### src/rtl/pi_spi_pkg.sv
// Shared definitions for the SPI-to-PI initiator: command codes and frame states.
package pi_spi_pkg;

  localparam logic [7:0] CMD_WR = 8'h00;
  localparam logic [7:0] CMD_RD = 8'h01;

  typedef enum logic [2:0] {
    IDLE,
    CMD,
    ADR2,
    ADR1,
    ADR0,
    WDAT,
    RDAT,
    DROP
  } state_t;

endpackage

### src/rtl/spi_phy.sv
// Oversampled SPI mode-0 slave front end: synchronizers, byte receiver, MISO shifter.
// byte_done pulses one cycle after the synchronized 8th SCK rise; no backpressure, the MCU owns the pace.
module spi_phy #(
  parameter int SYNC_STAGES = 2
) (
  input  logic       clk,
  input  logic       rst_n,
  input  logic       spi_ss,
  input  logic       spi_sck,
  input  logic       spi_mosi,
  output logic       ss,
  output logic       byte_done,
  output logic [7:0] rx_dat,
  input  logic       tx_load,
  input  logic [7:0] tx_dat,
  output logic       miso
);

  logic [SYNC_STAGES-1:0] ss_sync;
  logic [SYNC_STAGES-1:0] sck_sync;
  logic [SYNC_STAGES-1:0] mosi_sync;
  logic                   sck_q;
  logic                   sck_s;
  logic                   mosi_s;
  logic                   sck_rise;
  logic                   sck_fall;
  logic [2:0]             bit_cnt;
  logic [6:0]             rx_sh;
  logic [7:0]             tx_sh;

  assign ss       = ss_sync[SYNC_STAGES-1];
  assign sck_s    = sck_sync[SYNC_STAGES-1];
  assign mosi_s   = mosi_sync[SYNC_STAGES-1];
  assign sck_rise = sck_s & ~sck_q;
  assign sck_fall = ~sck_s & sck_q;

  // Chip select resets to the deselected level so nothing starts out of reset.
  always_ff @(posedge clk or negedge rst_n) begin
    if (!rst_n) begin
      ss_sync   <= '1;
      sck_sync  <= '0;
      mosi_sync <= '0;
      sck_q     <= 1'b0;
    end else begin
      ss_sync   <= {ss_sync[SYNC_STAGES-2:0], spi_ss};
      sck_sync  <= {sck_sync[SYNC_STAGES-2:0], spi_sck};
      mosi_sync <= {mosi_sync[SYNC_STAGES-2:0], spi_mosi};
      sck_q     <= sck_s;
    end
  end

  always_ff @(posedge clk or negedge rst_n) begin
    if (!rst_n) begin
      bit_cnt   <= 3'd0;
      rx_sh     <= 7'd0;
      rx_dat    <= 8'd0;
      byte_done <= 1'b0;
    end else begin
      byte_done <= 1'b0;
      if (ss) begin
        bit_cnt <= 3'd0;
        rx_sh   <= 7'd0;
      end else if (sck_rise) begin
        rx_sh   <= {rx_sh[5:0], mosi_s};
        bit_cnt <= bit_cnt + 3'd1;
        if (bit_cnt == 3'd7) begin
          byte_done <= 1'b1;
          rx_dat    <= {rx_sh, mosi_s};
        end
      end
    end
  end

  // A load while SCK is already low has missed its falling edge, so the MSB goes out at once.
  always_ff @(posedge clk or negedge rst_n) begin
    if (!rst_n) begin
      tx_sh <= 8'd0;
      miso  <= 1'b0;
    end else if (ss) begin
      tx_sh <= 8'd0;
      miso  <= 1'b0;
    end else if (tx_load) begin
      if (sck_s) begin
        tx_sh <= tx_dat;
      end else begin
        miso  <= tx_dat[7];
        tx_sh <= {tx_dat[6:0], 1'b0};
      end
    end else if (sck_fall) begin
      miso  <= tx_sh[7];
      tx_sh <= {tx_sh[6:0], 1'b0};
    end
  end

endmodule

### src/rtl/pi_spi_initiator.sv
// SPI slave to PI bus initiator: frame FSM, auto-incrementing address, read-latency tracking.
// Strobes issue two cycles after each byte completes; no backpressure, responders answer in RD_LAT cycles.
module pi_spi_initiator
  import pi_spi_pkg::*;
#(
  parameter int ADDR_W      = 24,
  parameter int RD_LAT      = 2,
  parameter int SYNC_STAGES = 2
) (
  input  logic              clk,
  input  logic              rst_n,
  input  logic              spi_ss,
  input  logic              spi_sck,
  input  logic              spi_mosi,
  output logic              spi_miso,
  output logic [ADDR_W-1:0] pi_addr,
  output logic [7:0]        pi_dato,
  output logic              pi_we_sync,
  output logic              pi_oe_sync,
  input  logic [7:0]        pi_di,
  output logic              pi_act
);

  state_t     state;
  state_t     state_nxt;
  logic       rd_q;
  logic       rd_nxt;
  logic       we_nxt;
  logic       oe_nxt;
  logic       shift_addr;
  logic       cap;
  logic [2:0] lat_cnt;
  logic       ss;
  logic       byte_done;
  logic [7:0] rx_dat;
  logic       phy_miso;

  spi_phy #(
    .SYNC_STAGES (SYNC_STAGES)
  ) u_phy (
    .clk       (clk),
    .rst_n     (rst_n),
    .spi_ss    (spi_ss),
    .spi_sck   (spi_sck),
    .spi_mosi  (spi_mosi),
    .ss        (ss),
    .byte_done (byte_done),
    .rx_dat    (rx_dat),
    .tx_load   (cap && (state == RDAT)),
    .tx_dat    (pi_di),
    .miso      (phy_miso)
  );

  assign cap      = (lat_cnt == 3'd1);
  assign pi_act   = (state != IDLE) && (state != CMD) && (state != DROP);
  assign spi_miso = (state == RDAT) && phy_miso;

  always_ff @(posedge clk or negedge rst_n) begin
    if (!rst_n) begin
      state <= IDLE;
      rd_q  <= 1'b0;
    end else begin
      state <= state_nxt;
      rd_q  <= rd_nxt;
    end
  end

  always_comb begin
    state_nxt  = state;
    rd_nxt     = rd_q;
    we_nxt     = 1'b0;
    oe_nxt     = 1'b0;
    shift_addr = 1'b0;
    if (ss) begin
      state_nxt = IDLE;
    end else begin
      case (state)
        IDLE: state_nxt = CMD;
        CMD: begin
          if (byte_done) begin
            if ((rx_dat == CMD_WR) || (rx_dat == CMD_RD)) begin
              state_nxt = ADR2;
              rd_nxt    = (rx_dat == CMD_RD);
            end else begin
              state_nxt = DROP;
            end
          end
        end
        ADR2: begin
          if (byte_done) begin
            shift_addr = 1'b1;
            state_nxt  = ADR1;
          end
        end
        ADR1: begin
          if (byte_done) begin
            shift_addr = 1'b1;
            state_nxt  = ADR0;
          end
        end
        ADR0: begin
          // Reads fetch the first byte on entry so it is ready before the MCU clocks it out.
          if (byte_done) begin
            shift_addr = 1'b1;
            state_nxt  = rd_q ? RDAT : WDAT;
            oe_nxt     = rd_q;
          end
        end
        WDAT:    we_nxt = byte_done;
        RDAT:    oe_nxt = byte_done;
        default: ;
      endcase
    end
  end

  always_ff @(posedge clk or negedge rst_n) begin
    if (!rst_n) begin
      pi_addr    <= '0;
      pi_dato    <= 8'd0;
      pi_we_sync <= 1'b0;
      pi_oe_sync <= 1'b0;
      lat_cnt    <= 3'd0;
    end else begin
      pi_we_sync <= we_nxt;
      pi_oe_sync <= oe_nxt;
      if (we_nxt) pi_dato <= rx_dat;
      if (shift_addr) begin
        pi_addr <= {pi_addr[ADDR_W-9:0], rx_dat};
      end else if (pi_we_sync || cap) begin
        pi_addr <= pi_addr + ADDR_W'(1);
      end
      // Counts down so the last step lands on the cycle pi_di is valid.
      if (oe_nxt) begin
        lat_cnt <= 3'(RD_LAT + 1);
      end else if (lat_cnt != 3'd0) begin
        lat_cnt <= lat_cnt - 3'd1;
      end
    end
  end

endmodule

### config.mk
export PLATFORM = sky130hd
export DESIGN_NAME = pi_spi_initiator
export DESIGN_NICKNAME = d
export VERILOG_FILES = /design/src/rtl/pi_spi_pkg.sv /design/src/rtl/spi_phy.sv /design/src/rtl/pi_spi_initiator.sv
export SDC_FILE = /design/constraint.sdc
export NUM_CORES = 1
export LEC_CHECK = 0
export BUFFER_PORTS_ARGS = -buffer_cell sky130_fd_sc_hd__buf_4
export CORE_ASPECT_RATIO = 1.4
export CORE_MARGIN = 3
export CORE_UTILIZATION = 30
export DETAILED_ROUTE_END_ITERATION = 8
export PLACE_DENSITY_LB_ADDON = 0.15
export SYNTH_ARGS = -nofsm -noshare
export SYNTH_HDL_FRONTEND = slang
export SYNTH_SLANG_ARGS = --single-unit
### constraint.sdc
create_clock -name clk -period 1.75 [get_ports clk]
set_input_delay 0.2625 -clock clk [delete_from_list [all_inputs] [get_ports clk]]
set_output_delay 0.2625 -clock clk [all_outputs]
set_load 0.05 [all_outputs]
=== Yosys cells after proc, flatten, opt, wreduce, memory -nomap -nowiden ===
Cells that the tools add are included.

* Add/subtract/negate cells: 3
* Equal/unequal tests: 16
* Muxes and demuxes: 35
* Bitwise gates (word level): 5
* Reduce and logical (&&, ||, !) cells: 20

{| class="wikitable"
|+ Operators with widths
! cell !! count
|-
| two-way mux 24 bit || 2
|-
| two-way mux 8 bit || 4
|-
| two-way mux 3 bit || 10
|-
| adder 24 x 1 -> 24 bit (second input constant) || 1
|-
| inequality test 3 x 1 -> 1 bit (second input constant) || 5
|-
| one-hot mux 3 bit (5 select lines) || 1
|-
| two-way mux 1 bit || 14
|-
| two-way mux 7 bit || 2
|-
| == test 3 bit (second input constant) || 4
|-
| nonzero test 3 bit || 3
|-
| == test 8 x 1 -> 1 bit (second input constant) || 1
|-
| zero test 8 bit || 1
|-
| == test 3 x 1 -> 1 bit (second input constant) || 2
|-
| == test 3 x 2 -> 1 bit (second input constant) || 2
|-
| inequality test 3 bit (second input constant) || 2
|-
| nonzero test 2 bit || 3
|-
| nonzero test 6 bit || 1
|-
| AND reduction 5 bit || 1
|-
| logical AND 1 bit || 4
|-
| AND reduction 4 bit || 1
|-
| adder 3 x 1 -> 3 bit (second input constant) || 1
|-
| zero test 3 bit || 1
|-
| NOT 1 bit || 3
|-
| AND reduction 3 bit || 1
|-
| 7 further kinds || 9
|}

* Bits in registers: 76
* Output and inout port bits: 36
* Word-level logic and storage cells: 96

=== Logic depth before layout (Yosys ltp) ===
* Depth in word-level cells: 6
* Depth in mapped cells: 9
* Depth with buffers taken out: 7

=== By module ===
Synthesis repeated with hierarchy kept, for this count alone.

* Cell total of the unflattened synthesis: 345
* Area total of the unflattened synthesis: 3621.0 um2

{| class="wikitable"
|+ By module, submodules not included
! module !! instances !! cells an instance !! area each (um2) !! seq. area each (um2)
|-
| pi_spi_initiator || 1 || 221 || 2175.8 || 1026.0
|-
| spi_phy || 1 || 124 || 1445.1 || 878.3
|}

=== Worst setup path before layout ===
Ideal clock, no wire load.

* Path kind: register -> register
* From: reg pi_addr[13]
* To: reg pi_addr[22]
* Setup time: 123 ps
* Arrival: 1769 ps
* Data required time: 1627 ps
* Slack: -142 ps
* Cell stages (with the launch flop): 7
* Clock period less this slack: 1892 ps
* Cells stage by stage: dfrtp_1 -> buf_2 -> and4_1 -> nand3_2 -> nor4_4 -> xnor2_1 -> a21oi_2

* Word-level cells in the longest chain between the ends: 3

{| class="wikitable"
|+ Ends and longest elaborated chain
! element !! RTL line !! source
|-
| start: declaration || pi_spi_initiator.sv:16 || <nowiki>output logic [ADDR_W-1:0] pi_addr,</nowiki>
|-
| start signal: assignment || pi_spi_initiator.sv:128 || <nowiki>pi_addr <= {pi_addr[ADDR_W-9:0], rx_dat};</nowiki>
|-
| start signal: assignment || pi_spi_initiator.sv:130 || <nowiki>pi_addr <= pi_addr + ADDR_W'(1);</nowiki>
|-
| adder 24 x 1 -> 24 bit || pi_spi_initiator.sv:130 ||
|-
| two-way mux 24 bit || pi_spi_initiator.sv:129 || <nowiki>end else if (pi_we_sync || cap) begin</nowiki>
|-
| two-way mux 24 bit || pi_spi_initiator.sv:127 || <nowiki>if (shift_addr) begin</nowiki>
|}

Every way passes these cells. The select of a mux whose other input is x is not followed.
A chain may end at the register's enable or synchronous reset.

=== Worst setup path after layout ===
* From: reg lat_cnt[0]
* To: reg pi_addr[6]

* Word-level cells in the longest chain between the ends: 3

{| class="wikitable"
|+ Ends and longest elaborated chain
! element !! RTL line !! source
|-
| start: declaration || pi_spi_initiator.sv:32 || <nowiki>logic [2:0] lat_cnt;</nowiki>
|-
| start signal: assignment || pi_spi_initiator.sv:134 || <nowiki>lat_cnt <= 3'(RD_LAT + 1);</nowiki>
|-
| start signal: assignment || pi_spi_initiator.sv:136 || <nowiki>lat_cnt <= lat_cnt - 3'd1;</nowiki>
|-
| == test 3 x 1 -> 1 bit || pi_spi_initiator.sv:54 || <nowiki>assign cap = (lat_cnt == 3'd1);</nowiki>
|-
| logical OR 1 bit || pi_spi_initiator.sv:129 ||
|-
| nonzero test 2 bit (no line) || -- ||
|}

Every way passes these cells.

==> flow_summary.yaml <==
status:
  status: "finished, final reports clean"
floorplan:
  core_area_mm2: 0.01206
  fp.dieH_um: 138.6
  start_util_pct: 31.23
  ios: 49
  die_w_um: 100.7
  die_area_mm2: 0.01395
  rows: 47
synthesis:
  yosysUniqueCellTypes: 49
  async_flop_share_pct: 100.0
  yosysWarningCount: 0
  synth_edf_count: 0
  synth_seq_cells: 76
  yosysSeqAreaShare_pct: 50.58
  synthFlopType: "dfrtp_1"
  syn-cell-area_mm2: 0.003765
  syn_avg_cell_area_um2: 10.40
  synth_fp_nets: 381
  syn_inst: 362
route:
  vias_per_cell: 4.870
  first_iter_violations: 122
  via_count: 2927
  drc: 0
  routed_wl_um: 8778
  antenna_left: 0
  drt-pass1-iter-count: 6
  wire_per_inst_um: 14.61
clock_tree:
  numCtsBuffers: 9
  cts_sinks: 76
  clock_path_buffers: 2
  cts_tree: "built"
  insertion_delay_ns: 0.33
  root_buffer: "clkbuf_16"
  htree_num_levels: 3
  path_clk_slew_ns: 0.06
worst_setup_path:
  timing.critical_path.mode_cell: "buf_4"
  path_cells: "ha_4 -> nor2b_4 -> buf_6 -> buf_4 -> buf_4 -> o211ai_1 -> xor2_1 -> a21oi_1"
  cp_slowest_cell: "dfrtp_1"
  criticalPathCategory: "reg -> reg"
  crit_path_max_fanout: 5
  cp_top_family: "flip-flops"
  crit_path_end_kind: "register"
  required_ns: 1.96
  max_stage_delay_ns: 0.41
  worstSetupStartpointType: "register"
  cp_data_arrival_time_ns: 1.93
  crit_buf_inv: 3
final_layout:
  nNetsFinal: 468
  area_growth_pct: 35.26
  drive_above_1_share_pct: 37.89
  layout_common_cells: "87 x buf_4, 63 x dfrtp_1, 42 x nand2_1"
  utilization_pct: 42.24
  layout_commonest_cell: "buf_4"
  diodes: 0
sta:
  post-route-period-util_pct: 98.51
  slew-limit-headroom_pct: 68.93
  worst_slew_pin_slew_ns: 0.4661
  skew_ns: 0.009251
  setup_ws_ns: 0.02613
  maxSlewViolCount: 0
  finalHoldViolCount: 0
  rsz0062_at_grt: "yes"
  max_freq_mhz: 580.1
  setup_viol: 0
  min_period_ns: 1.724
flow_run:
  cap_violations: 0
place:
  dpl.hpwl_um: 6269
  portBuffers: 48
  globalplace.congestion: 0.8221
  dp_slack_ns: -0.05394
global_routing:
  grt_usage_pct: 13.23
  grt_pass1_vias: 2931
  grt_start_max_net_pins: 49
  grt_overflow: 0
  antenna_found_initial: 0
  grt_pass1_wl_um: 14670
min_path:
  hp-class: "in -> reg"
power:
  power.total_w: 0.004059
  power_density_mw_per_mm2: 797.0
  leakage_nw: 2.496
  ir_drop_mv: 0.4219
-- path summary, 6_finish.rpt --
| path | from | end | slack, ns | cells after the start |
|---|---|---|---|---|
| setup / recovery | lat_cnt[0]$_DFFE_PN0P_ | pi_addr[6]$_DFFE_PN0P_ | 0.03 | 8 |
| hold / removal | spi_ss | u_phy.ss_sync[0]$_DFF_PN1_ | 0.03 | 1 |
| setup reg to reg | lat_cnt[0]$_DFFE_PN0P_ | pi_addr[6]$_DFFE_PN0P_ | 0.03 | 8 |
| hold reg to reg | u_phy.sck_sync[0]$_DFF_PN0_ | u_phy.sck_sync[1]$_DFF_PN0_ | 0.35 | 0 |
| max in group asynchronous | rst_n | u_phy.ss_sync[0]$_DFF_PN1_ | 0.75 | 3 |
| min in group asynchronous | rst_n | pi_dato[6]$_DFFE_PN0P_ | 0.42 | 2 |
-- metal layers --
| metal | track usage [%] | wire [um] |
|---|---|---|
| met5 | 0 | 0 |
| met4 | 5.678 | 205 |
| met3 | 3.171 | 338 |
| met2 | 23.05 | 4691 |
| met1 | 15.12 | 3543 |
-- logic make-up (layout without fill, tap and decap cells) --
family,after synthesis,in the layout,share of synthesized area (%)
buf+inv,28,120,3.290
mux,28,28,8.175
simple gates,130,130,18.94
flops,76,76,50.58
xor+xnor,25,25,5.816
compound gates,69,69,11.20
fa+ha+maj,6,6,1.994
-- synth_stat cells (3+ instances only) --
cell type / number / area (um2)
nand2_1: 42 / 157.7
nand2b_1: 4 / 25.02
xor2_1: 7 / 61.31
nor2_1: 37 / 138.9
xnor2_1: 18 / 157.7
nand3_1: 6 / 30.03
o21ai_0: 20 / 100.1
nor3_1: 5 / 25.02
ha_1: 6 / 75.07
a21oi_1: 35 / 175.2
buf_2: 9 / 45.04
nor3_2: 6 / 60.06
inv_1: 8 / 30.03
mux2i_1: 9 / 90.09
nor4_2: 5 / 62.56
and3_1: 4 / 25.02
mux2_2: 17 / 191.4
clkbuf_1: 8 / 30.03
nand4_1: 3 / 18.77
nor2b_1: 5 / 31.28
dfrtp_1: 74 / 1852
-- where the power goes --
group | total, W | internal, W | switching, W
sequential | 0.00179 | 0.00178 | 0.0000100
combinational | 0.000157 | 0.0000650 | 0.0000925
clock | 0.00212 | 0.00140 | 0.000717
-- worst reg2reg max path: stages (launching register included) --
cell and delay [ns]:
dfrtp_1 0.41, ha_4 0.17, nor2b_4 0.11, buf_6 0.13, buf_4 0.13, buf_4 0.13, o211ai_1 0.25, xor2_1 0.18
a21oi_1 0.08
-- area by class of cell --
| type | count | area [um2] |
|---|---|---|
| Tap cell | 147 | 183.9 |
| Clock inverter | 4 | 98.84 |
| Fill cell | 1187 | 6963 |
| Inverter | 8 | 30.03 |
| Multi-Input combinational cell | 258 | 1837 |
| Sequential cell | 76 | 1918 |
| Clock buffer | 12 | 236.5 |
| Timing Repair Buffer | 96 | 788.3 |
-- sequential cells by signal, summed over array words and instances (netlist names) --
register	flops
u_phy.sck_q	1
u_phy.mosi_sync	2
state	3
pi_we_sync	1
pi_dato	8
rd_q	1
pi_oe_sync	1
u_phy.byte_done	1
u_phy.miso	1
pi_addr	24
u_phy.rx_sh	7
lat_cnt	3
u_phy.tx_sh	8
u_phy.bit_cnt	3
u_phy.sck_sync	2
u_phy.rx_dat	8
u_phy.ss_sync	2
-- through the flow --
stage | setup TNS (ns) | instance area [um2] | hold WS [ns] | cells
detailed placement | -0.06898 | 4554 | 0.2574 | 574
CTS | 0 | 4921 | 0.01985 | 592
floorplan | -0.02031 | 3792 | -0.03309 | 362
global route | -0.3171 | 5092 | 0.01834 | 601
global placement | -0.04183 | 4554 | 0.2558 | 574
finish | 0 | 5092 | 0.03205 | 601
-- what timing repair did --
item	in CTS	in global routing
buffers inserted	1	9
hold buffers	1	0
resized for setup	2	17
endpoints found under the setup margin	2	22
hold endpoints to repair	29	0
pin swaps	2	25
(Power assumes the default switching activity.)
